<file path="config.mk">
export PLATFORM = sky130hd
export DESIGN_NAME = cnt1_vec_arb_flat
export DESIGN_NICKNAME = d
export VERILOG_FILES = /design/src/rtl/cnt1_vec_arb_if.sv /design/src/rtl/cnt1_vec_arb.sv /design/src/flat_wrapper.sv
export SDC_FILE = /design/constraint.sdc
export NUM_CORES = 1
export LEC_CHECK = 0
export ABC_AREA = 1
export ABC_CLOCK_PERIOD_IN_PS = 5500
export CAP_MARGIN = 0
export CORE_AREA = 2 2 291 293
export CTS_CLUSTER_SIZE = 24
export DETAILED_ROUTE_END_ITERATION = 8
export DIE_AREA = 0 0 293 295
export PLACE_DENSITY = 0.35
export SLEW_MARGIN = 20
export SYNTH_ARGS = -nofsm -noshare
export SYNTH_HDL_FRONTEND = slang
export SYNTH_SLANG_ARGS = --single-unit
export TNS_END_PERCENT = 50
</file>
<file path="constraint.sdc">
create_clock -name clk -period 5.5 [get_ports clk]
set_input_delay 0.55 -clock clk [delete_from_list [all_inputs] [get_ports clk]]
set_output_delay 0.55 -clock clk [all_outputs]
set_load 0.005 [all_outputs]
</file>
<file path="src/rtl/cnt1_vec_arb_if.sv">
// cnt1_vec_arb_if: requester-side beats plus the single cnt1-side beat stream.
interface cnt1_vec_arb_if #(
  parameter int REQ_NO = 4,
  parameter int BUS_WIDTH = 128,
  parameter int VEC_ID_WIDTH = 16
);
  localparam int SRC_WIDTH = REQ_NO > 1 ? $clog2(REQ_NO) : 1;
  logic [REQ_NO*BUS_WIDTH-1:0] up_Vector;
  logic [REQ_NO*VEC_ID_WIDTH-1:0] up_ID;
  logic [REQ_NO-1:0] up_Valid;
  logic [REQ_NO-1:0] up_Last;
  logic [REQ_NO-1:0] up_Ready;
  logic [BUS_WIDTH-1:0] dn_SubVector;
  logic [VEC_ID_WIDTH-1:0] dn_ID;
  logic dn_Valid;
  logic dn_Last;
  logic [SRC_WIDTH-1:0] dn_Src;
  logic dn_Ready;
  modport slave (
    input up_Vector, up_ID, up_Valid, up_Last, dn_Ready,
    output up_Ready, dn_SubVector, dn_ID, dn_Valid, dn_Last, dn_Src
  );
  modport master (
    output up_Vector, up_ID, up_Valid, up_Last, dn_Ready,
    input up_Ready, dn_SubVector, dn_ID, dn_Valid, dn_Last, dn_Src
  );
endinterface

</file>
<file path="src/rtl/cnt1_vec_arb.sv">
// cnt1_vec_arb: round-robin, vector-granular arbiter feeding one cnt1 pipeline through a single output slot.
module cnt1_vec_arb #(
  parameter int REQ_NO = 4,
  parameter int VECTOR_WIDTH = 920,
  parameter int BUS_WIDTH = 128,
  parameter int SUB_VECTOR_NO = (VECTOR_WIDTH + BUS_WIDTH - 1) / BUS_WIDTH,
  parameter int VEC_ID_WIDTH = 16
) (
  input logic clk,
  input logic rstn,
  cnt1_vec_arb_if.slave bus,
  output logic o_Busy,
  output logic o_Err
);
  localparam int SRC_WIDTH = REQ_NO > 1 ? $clog2(REQ_NO) : 1;
  localparam int BEAT_CNTR_WIDTH = SUB_VECTOR_NO > 1 ? $clog2(SUB_VECTOR_NO) : 1;
  localparam logic [BEAT_CNTR_WIDTH-1:0] LAST_BEAT = BEAT_CNTR_WIDTH'(SUB_VECTOR_NO - 1);
  localparam logic [REQ_NO-1:0] ONE = 1;
  typedef enum logic {IDLE, BURST} state_t;
  state_t state_q, state_d;
  logic [SRC_WIDTH-1:0] grant_q, grant_d, ptr_q, ptr_d, src_q, src_d;
  logic [BEAT_CNTR_WIDTH-1:0] beat_q, beat_d;
  logic [BUS_WIDTH-1:0] data_q, data_d;
  logic [VEC_ID_WIDTH-1:0] id_q, id_d;
  logic valid_q, valid_d, last_q, last_d, err_q, err_d;
  logic slot_free, up_xfer, g_last, vec_end;
  logic [REQ_NO-1:0] cand;
  // first valid requester after p in circular order; p itself is searched last
  function automatic logic [SRC_WIDTH-1:0] arb(input logic [SRC_WIDTH-1:0] p, input logic [REQ_NO-1:0] v);
    arb = p;
    for (int i = REQ_NO; i >= 1; i--)
      if (v[(int'(p) + i) % REQ_NO]) arb = SRC_WIDTH'((int'(p) + i) % REQ_NO);
  endfunction
  always_comb begin
    slot_free = !valid_q || bus.dn_Ready;
    g_last = bus.up_Last[grant_q];
    up_xfer = (state_q == BURST) && bus.up_Valid[grant_q] && slot_free;
    vec_end = up_xfer && (beat_q == LAST_BEAT || g_last);
    // a grantee that just ended its stream must not win the re-arbitration on its stale valid
    cand = bus.up_Valid & ~((vec_end && g_last) ? (ONE << grant_q) : '0);
    state_d = state_q;
    grant_d = grant_q;
    ptr_d = ptr_q;
    beat_d = beat_q;
    if (state_q == IDLE) begin
      state_d = |cand ? BURST : IDLE;
      grant_d = |cand ? arb(ptr_q, cand) : grant_q;
    end else if (vec_end) begin
      ptr_d = grant_q;
      state_d = |cand ? BURST : IDLE;
      grant_d = |cand ? arb(grant_q, cand) : grant_q;
      beat_d = '0;
    end else if (up_xfer) begin
      beat_d = beat_q + 1'b1;
    end
    valid_d = up_xfer || (valid_q && !bus.dn_Ready);
    data_d = up_xfer ? bus.up_Vector[grant_q*BUS_WIDTH +: BUS_WIDTH] : data_q;
    id_d = up_xfer ? bus.up_ID[grant_q*VEC_ID_WIDTH +: VEC_ID_WIDTH] : id_q;
    last_d = up_xfer ? g_last : last_q;
    src_d = up_xfer ? grant_q : src_q;
    err_d = err_q || (up_xfer && g_last && beat_q != LAST_BEAT);
  end
  always_ff @(posedge clk or negedge rstn) begin
    if (!rstn) begin
      state_q <= IDLE;
      grant_q <= '0;
      ptr_q <= SRC_WIDTH'(REQ_NO - 1);
      beat_q <= '0;
      valid_q <= 1'b0;
      data_q <= '0;
      id_q <= '0;
      last_q <= 1'b0;
      src_q <= '0;
      err_q <= 1'b0;
    end else begin
      state_q <= state_d;
      grant_q <= grant_d;
      ptr_q <= ptr_d;
      beat_q <= beat_d;
      valid_q <= valid_d;
      data_q <= data_d;
      id_q <= id_d;
      last_q <= last_d;
      src_q <= src_d;
      err_q <= err_d;
    end
  end
  assign bus.up_Ready = (state_q == BURST && slot_free) ? (ONE << grant_q) : '0;
  assign bus.dn_SubVector = data_q;
  assign bus.dn_ID = id_q;
  assign bus.dn_Valid = valid_q;
  assign bus.dn_Last = last_q;
  assign bus.dn_Src = src_q;
  assign o_Busy = state_q == BURST;
  assign o_Err = err_q;
endmodule

</file>
<file path="src/flat_wrapper.sv">
// flat-port wrapper written by rule: the top's interface ports become plain ports
module cnt1_vec_arb_flat 
#(
  parameter int REQ_NO = 4,
  parameter int VECTOR_WIDTH = 920,
  parameter int BUS_WIDTH = 128,
  parameter int SUB_VECTOR_NO = (VECTOR_WIDTH + BUS_WIDTH - 1) / BUS_WIDTH,
  parameter int VEC_ID_WIDTH = 16
)
  (clk, rstn, o_Busy, o_Err, bus_up_Vector, bus_up_ID, bus_up_Valid, bus_up_Last, bus_dn_Ready, bus_up_Ready, bus_dn_SubVector, bus_dn_ID, bus_dn_Valid, bus_dn_Last, bus_dn_Src);
  cnt1_vec_arb_if #(.REQ_NO(REQ_NO), .BUS_WIDTH(BUS_WIDTH), .VEC_ID_WIDTH(VEC_ID_WIDTH)) bus_i ();
  input logic clk;
  input logic rstn;
  output logic o_Busy;
  output logic o_Err;
  input wire logic [$bits(bus_i.up_Vector)-1:0] bus_up_Vector;
  input wire logic [$bits(bus_i.up_ID)-1:0] bus_up_ID;
  input wire logic [$bits(bus_i.up_Valid)-1:0] bus_up_Valid;
  input wire logic [$bits(bus_i.up_Last)-1:0] bus_up_Last;
  input wire logic [$bits(bus_i.dn_Ready)-1:0] bus_dn_Ready;
  output wire logic [$bits(bus_i.up_Ready)-1:0] bus_up_Ready;
  output wire logic [$bits(bus_i.dn_SubVector)-1:0] bus_dn_SubVector;
  output wire logic [$bits(bus_i.dn_ID)-1:0] bus_dn_ID;
  output wire logic [$bits(bus_i.dn_Valid)-1:0] bus_dn_Valid;
  output wire logic [$bits(bus_i.dn_Last)-1:0] bus_dn_Last;
  output wire logic [$bits(bus_i.dn_Src)-1:0] bus_dn_Src;
  assign bus_i.up_Vector = bus_up_Vector;
  assign bus_i.up_ID = bus_up_ID;
  assign bus_i.up_Valid = bus_up_Valid;
  assign bus_i.up_Last = bus_up_Last;
  assign bus_i.dn_Ready = bus_dn_Ready;
  assign bus_up_Ready = bus_i.up_Ready;
  assign bus_dn_SubVector = bus_i.dn_SubVector;
  assign bus_dn_ID = bus_i.dn_ID;
  assign bus_dn_Valid = bus_i.dn_Valid;
  assign bus_dn_Last = bus_i.dn_Last;
  assign bus_dn_Src = bus_i.dn_Src;
  cnt1_vec_arb #(.REQ_NO(REQ_NO), .VECTOR_WIDTH(VECTOR_WIDTH), .BUS_WIDTH(BUS_WIDTH), .SUB_VECTOR_NO(SUB_VECTOR_NO), .VEC_ID_WIDTH(VEC_ID_WIDTH)) u_core (.clk(clk), .rstn(rstn), .bus(bus_i), .o_Busy(o_Busy), .o_Err(o_Err));
endmodule
</file>
==> flow_metrics.tcl, run 1 <==
set metrics [dict create \
    setup_ws_ps 1990 \
    yosysWarnings 0 \
    grtUsageTotal 0.142 \
    cts-root-buf "clkbuf_16" \
    grt_max_degree 139 \
    max_freq_mhz 285 \
    startpoint_type "register" \
    finalNonFillerCells 3332 \
    post_cts_resized 0 \
    wl_per_cell_um 19.1 \
    die_area_um2 86400 \
    place_hpwl_um 47800 \
    synthCells 1590 \
    antenna_found_initial 10 \
    slew_headroom 0.285 \
    crit_buf_inv 3 \
    worstPathRequired_ps 4950 \
    clkLatencyLatePin_ps 470 \
    cts_tree "yes" \
    outcome "finished, final reports clean" \
    arrival_ps 2960 \
    avgSynthCellArea_um2 6.43 \
    worstPathMaxFanout 79 \
    dp_slack_ps 1960 \
    hp-class "input port to async pin" \
    setup_violations 0 \
    setup_tns_ps 0 \
    htreeDepth 4 \
    cts_buffers 17 \
    syn_to_final_growth_pct 88.1 \
    rsz0062_at_grt "false" \
    ys_seq_elements 157 \
    syn_nets 2183 \
    clock-sinks 157 \
    maxCapViolCount 0 \
    post_cts_buffers 0 \
    drt_wl_total_um 63500 \
    criticalPathCategory "register to output port" \
    portBuffers 740 \
    grt_pass1_vias 14000 \
    start_util 0.123 \
    num_vias 13500 \
    globalplace.congestion 0.868 \
    drtIter0Drc 493 \
    nets 2826 \
    cpMaxStageDelayCell "buf_4" \
    num_rows 106 \
    seq_area_frac_synth 0.384 \
    leakage_uw 0.00792 \
    ant_nets 0 \
    cpPeakStageDelay_ps 690 \
    die_h_um 295 \
    cts_buffer_depth 2 \
    post-route-drc-count 0 \
    clk_pin_slew_ps 70 \
    cp_cell_sequence "buf_4 -> ha_1 -> inv_1 -> nor2_1 -> clkdlybuf4s50_1" \
    io_pins 741 \
    irDropWorstVdd_mv 0.210 \
    finalCriticalPeriod_ps 3510 \
    layout-drive-gt1-share 0.0272 \
    utilization 0.231 \
    power.density_nw_per_um2 488 \
    die_w_um 293 \
    worstSetupEndpointType "output port" \
    finalHoldViolations 0 \
    routed_via_density 4.04 \
    fillers 9231 \
    min_period_over_period 0.639 \
    drt_first_pass_iters 5 \
    syn_area_um2 10200 \
    worst_pin_slew_ps 1070 \
    dpl.cell_count 3294 \
    rrSetupSlack_ps 2050 \
    clock_skew_ps 8.66 \
    slew_viol_final 0 \
    grt_pass1_wl_um 91600 \
    holdWs_ps 108 \
    core_area_um2 83200 \
    ctsHoldBuffers 0 \
    synth.distinct_cells 24 \
    overflow 0 \
    path_delay_family "buffers and inverters" \
]
## worst register-to-register path: stages (launching register included)
cell     delay, ps
dfrtp_4        740
inv_8          590
nand2_1        130
nand3_1        110
nand2_2        110
nor2_8         540
inv_6          320
nor2_2         320
nor2_1          60
nor2_1         140
nand2_1        100
nor2_1         110
nand2_1         60
nand2_1         50
## metrics by stage
step	cell area, um^2	total power [uW]
floorplan	10200	5190
global route	19200	10300
detailed placement	18600	8320
global placement	18600	8300
finish	19200	9390
CTS	19200	9690
## per-layer routing
| metal | vias up | GRT usage | part of all wire |
|---|---|---|---|
| met5 | - | 0 | 0.00076 |
| li1 | 6592 | - | - |
| met4 | 8 | 0.0475 | 0.024 |
| met2 | 470 | 0.260 | 0.52 |
| met1 | 6332 | 0.158 | 0.39 |
| met3 | 67 | 0.0404 | 0.067 |
## kinds of logic (layout without fill, tap and decap cells)
kind of cell	Yosys count	after routing	share of synthesized area
simple gates	837	837	0.316
compound gates	447	447	0.238
flops	157	157	0.384
buf+inv	143	798	0.0549
fa+ha+maj	6	6	0.00734
other cells	0	7	0
## cell usage after synthesis
| master | number | area [um^2] |
|---|---|---|
| nand4_1 | 2 | 12.5 |
| dfrtp_1 | 155 | 3880 |
| buf_1 | 8 | 30.0 |
| nor2_1 | 306 | 1150 |
| ha_1 | 6 | 75.1 |
| o21ai_0 | 293 | 1470 |
| inv_2 | 2 | 7.51 |
| nand3_2 | 4 | 40.0 |
| nor2_8 | 1 | 20.0 |
| buf_4 | 1 | 7.51 |
| inv_1 | 12 | 45.0 |
| a31oi_1 | 1 | 6.26 |
| o21ai_2 | 2 | 17.5 |
| buf_2 | 17 | 85.1 |
| dfstp_2 | 2 | 52.6 |
| o21bai_1 | 1 | 7.51 |
| a21oi_1 | 4 | 20.0 |
| nand2_2 | 1 | 6.26 |
| nor2_2 | 3 | 18.8 |
| o21ai_1 | 1 | 5.00 |
| nand2_1 | 497 | 1870 |
| nand3_1 | 23 | 115 |
| clkbuf_1 | 103 | 387 |
| o22ai_1 | 145 | 907 |
## power by group
group / internal (uW) / total, uW / switching, uW
Sequential: 1750 / 2170 / 428
Combinational: 2430 / 5940 / 3510
Clock: 717 / 1280 / 561
Total: 4890 / 9390 / 4500
## worst paths after layout
kind	cells after the start	start	end
setup / recovery	5	u_core.grant_q[1]	bus_up_Ready[3]
hold / removal	1	rstn	u_core.bus.dn_SubVector[10]
setup reg to reg	13	u_core.grant_q[0]	u_core.grant_q[1]
hold reg to reg	2	u_core.bus.dn_SubVector[28]	u_core.bus.dn_SubVector[28]
max in group asynchronous	2	rstn	u_core.bus.dn_SubVector[82]
min in group clk	2	u_core.bus.dn_SubVector[28]	u_core.bus.dn_SubVector[28]
## registers in the layout, summed over array words and instances, names as in the netlist, 2 cells and up
| signal | flops |
|---|---|
| u_core.bus.dn_SubVector | 128 |
| u_core.grant_q | 2 |
| u_core.bus.dn_Src | 2 |
| u_core.beat_q | 3 |
| u_core.ptr_q | 2 |
| u_core.bus.dn_ID | 16 |
## cells in the final DEF (no fill, tap or decap), types with 3 or more instances in the layout
| master | netlist | layout |
|---|---|---|
| nand3_2 | 4 | 4 |
| nor2_2 | 3 | 3 |
| dfrtp_1 | 155 | 153 |
| clkbuf_16 | 0 | 17 |
| bufinv_16 | 0 | 3 |
| nand3_1 | 23 | 23 |
| diode_2 | 0 | 7 |
| o21ai_0 | 293 | 293 |
| o22ai_1 | 145 | 145 |
| nor2_1 | 306 | 306 |
| a21oi_1 | 4 | 4 |
| inv_1 | 12 | 11 |
| buf_4 | 1 | 11 |
| inv_6 | 0 | 5 |
| ha_1 | 6 | 6 |
| nand2_1 | 497 | 497 |
| clkdlybuf4s50_1 | 0 | 739 |
## cell type report
type / count / area, um^2 / area share
timing repair buffer: 753 / 7530 / 0.392
multi-input combinational: 1290 / 5730 / 0.298
sequential: 157 / 3940 / 0.205
tap: 1080 / 1350 / 0.0703
clock buffer: 19 / 433 / 0.0225
clock inverter: 12 / 160 / 0.00833
inverter: 14 / 67.6 / 0.00351
antenna: 7 / 17.5 / 0.000911
(Power assumes the default switching activity.)
==> run 2, diff against run 1 <==
Settings changed: ABC_CLOCK_PERIOD_IN_PS 5500 to 3200, CORE_AREA 2 2 291 293 to 2 2 290 292, DIE_AREA 0 0 293 295 to 0 0 292 294, PLACE_DENSITY 0.35 to 0.36.
Clock period 5.5 ns to 3.2 ns, I/O delays scaled along.
==> run 2 against run 1 <==
Net effect:
- critical path depth is the same
- register-to-register slack lost 1200 ps
- sequential power grew 67%
- non-clock buffer count increased by 11
- via count increased by 0.65%
- cell area is 0.57% higher
- worst setup slack worse by 1500 ps
- count of clock-buffer cells in the layout fell by 2
- largest cell class unchanged
- critical endpoint is now bus_up_Ready[2]
- die area fell by 0.68%
- first-iteration DRC count is 34% higher
- sequential share of layout area shrank 0.12 points
==> flow_metrics.tcl, run 2 (same netlist as run 1, synthesis figures left out) <==
set metrics [dict create \
    nets 2837 \
    leakage_uw 0.00797 \
    arrival_ps 2360 \
    die_area_um2 85800 \
    overflow 0 \
    globalplace.congestion 0.884 \
    cts_tree "yes" \
    io_pins 741 \
    setup_tns_ps 0 \
    die_w_um 292 \
    holdWs_ps 351 \
    worstPathMaxFanout 27 \
    worstPathRequired_ps 2880 \
    worstSetupEndpointType "output port" \
    cts-root-buf "clkbuf_16" \
    num_vias 13600 \
    wl_per_cell_um 19.2 \
    htreeDepth 4 \
    largest_reg_flops 128 \
    grt_pass1_vias 13900 \
    worst_pin_slew_ps 859 \
    clock_skew_ps 18.6 \
    drt_wl_total_um 64100 \
    p_int_uw 8400 \
    finalNonFillerCells 3341 \
    core_area_um2 82900 \
    max_freq_mhz 374 \
    placed_area_um2 18800 \
    layout-drive-gt1-share 0.0319 \
    pwr-share-comb 0.644 \
    start_util 0.123 \
    routed_via_density 4.06 \
    grt_max_degree 137 \
    power_frac_clock 0.130 \
    most-common-layout-cells "739 x clkdlybuf4s50_1, 497 x nand2_1, 306 x nor2_1" \
    cp_cell_sequence "buf_4 -> ha_1 -> inv_1 -> nor2_1 -> clkdlybuf4s50_1" \
    grt_pass1_wl_um 92700 \
    drt_first_pass_iters 8 \
    hp-class "input port to async pin" \
    startpoint_type "register" \
    drtIter0Drc 663 \
    syn_to_final_growth_pct 89.1 \
    outcome "finished, final reports clean" \
    p_seq_frac 0.225 \
    criticalPathCategory "register to output port" \
    switchingPower_uw 7690 \
    setup_violations 0 \
    rsz0062_at_grt "false" \
    ant_nets 0 \
    min_period_over_period 0.836 \
    mostFrequentLayoutCell "clkdlybuf4s50_1" \
    crit_buf_inv 3 \
    num_rows 106 \
    path_delay_family "buffers and inverters" \
    dpl.cell_count 3304 \
    switching_share 0.478 \
    grtUsageTotal 0.144 \
    finalHoldViolations 0 \
    slew_headroom 0.427 \
    irDropWorstVdd_mv 0.580 \
    finalCriticalPeriod_ps 2680 \
    slew_viol_final 0 \
    antenna_found_initial 15 \
    cpMaxStageDelayCell "clkdlybuf4s50_1" \
    place_hpwl_um 48400 \
    cts_buffers 17 \
    clock-sinks 157 \
    clk_pin_slew_ps 80 \
    maxCapViolCount 0 \
    cts_buffer_depth 2 \
    clkLatencyLatePin_ps 490 \
    final_area_um2 19300 \
    cpPeakStageDelay_ps 550 \
    portBuffers 740 \
    power.density_nw_per_um2 832 \
    post-route-drc-count 0 \
    die_h_um 294 \
]
## run 2: cell count changes in the layout (fill, tap and decap cells not counted), moves of 2 or more
cell,previous run,this run
buf_12,2,8
buf_4,11,15
bufinv_16,3,1
clkbuf_1,2,0
clkinv_2,2,4
clkinvlp_4,1,3
## run 2: area by class of cell
class | instances | area (um^2)
antenna | 6 | 15.0
clock buffer | 17 | 425
clock inverter | 13 | 116
fill | 9177 | 63600
inverter | 14 | 67.6
multi-input combinational | 1290 | 5730
sequential | 157 | 3940
tap | 1080 | 1350
timing repair buffer | 764 | 7690
## run 2: worst paths after layout
kind	from	end	slack, ps	cells past startpoint
worst max register to register	u_core.grant_q[1]	u_core.bus.dn_SubVector[127]	810	6
worst min register to register	u_core.bus.dn_SubVector[126]	u_core.bus.dn_SubVector[126]	480	2
worst max-delay path	u_core.grant_q[1]	bus_up_Ready[2]	520	5
min in group clk	u_core.bus.dn_SubVector[126]	u_core.bus.dn_SubVector[126]	480	2
max in group asynchronous	rstn	u_core.bus.dn_SubVector[76]	1900	3
worst min-delay path	rstn	u_core.bus.dn_ID[15]	350	2
## run 2: power groups by stage
| stage | combinational [uW] | clock (uW) | sequential [uW] |
|---|---|---|---|
| floorplan | 5320 | 0 | 3590 |
| global placement | 10600 | 0 | 3660 |
| detailed placement | 10600 | 0 | 3670 |
| CTS | 10600 | 2220 | 3660 |
| global route | 11600 | 2290 | 3770 |
| finish | 10400 | 2100 | 3630 |
## run 2: timing repair
item / CTS / global route
setup buffers: 0 / 0
gates resized for setup: 0 / 0
endpoints found under the hold margin: 44 / 0
endpoints found under the setup margin: 0 / 0
hold buffers: 1 / 0
## run 2: routing by layer
| metal | GRT usage | up-vias | part of all wire |
|---|---|---|---|
| met5 | 0 | - | 0.0012 |
| met4 | 0.0424 | 14 | 0.017 |
| met3 | 0.0465 | 64 | 0.071 |
| met2 | 0.261 | 489 | 0.52 |
| met1 | 0.161 | 6388 | 0.39 |
| li1 | - | 6601 | - |
## run 2: worst reg2reg max path, stage by stage, from the launching register on
cell and delay (ps):
dfrtp_4 560, inv_4 250, buf_4 670, o21ai_0 490
o22ai_1 210, nand2_1 80, nand2_1 70
## run 2: metrics by stage
step | util | total power, uW | setup slack [ps]
after floorplan | - | 8920 | 1040
after global placement | 0.226 | 14300 | 519
after detailed placement | 0.226 | 14300 | 763
after CTS | 0.233 | 16500 | 413
after global routing | 0.233 | 17700 | 333
final | 0.233 | 16100 | 524
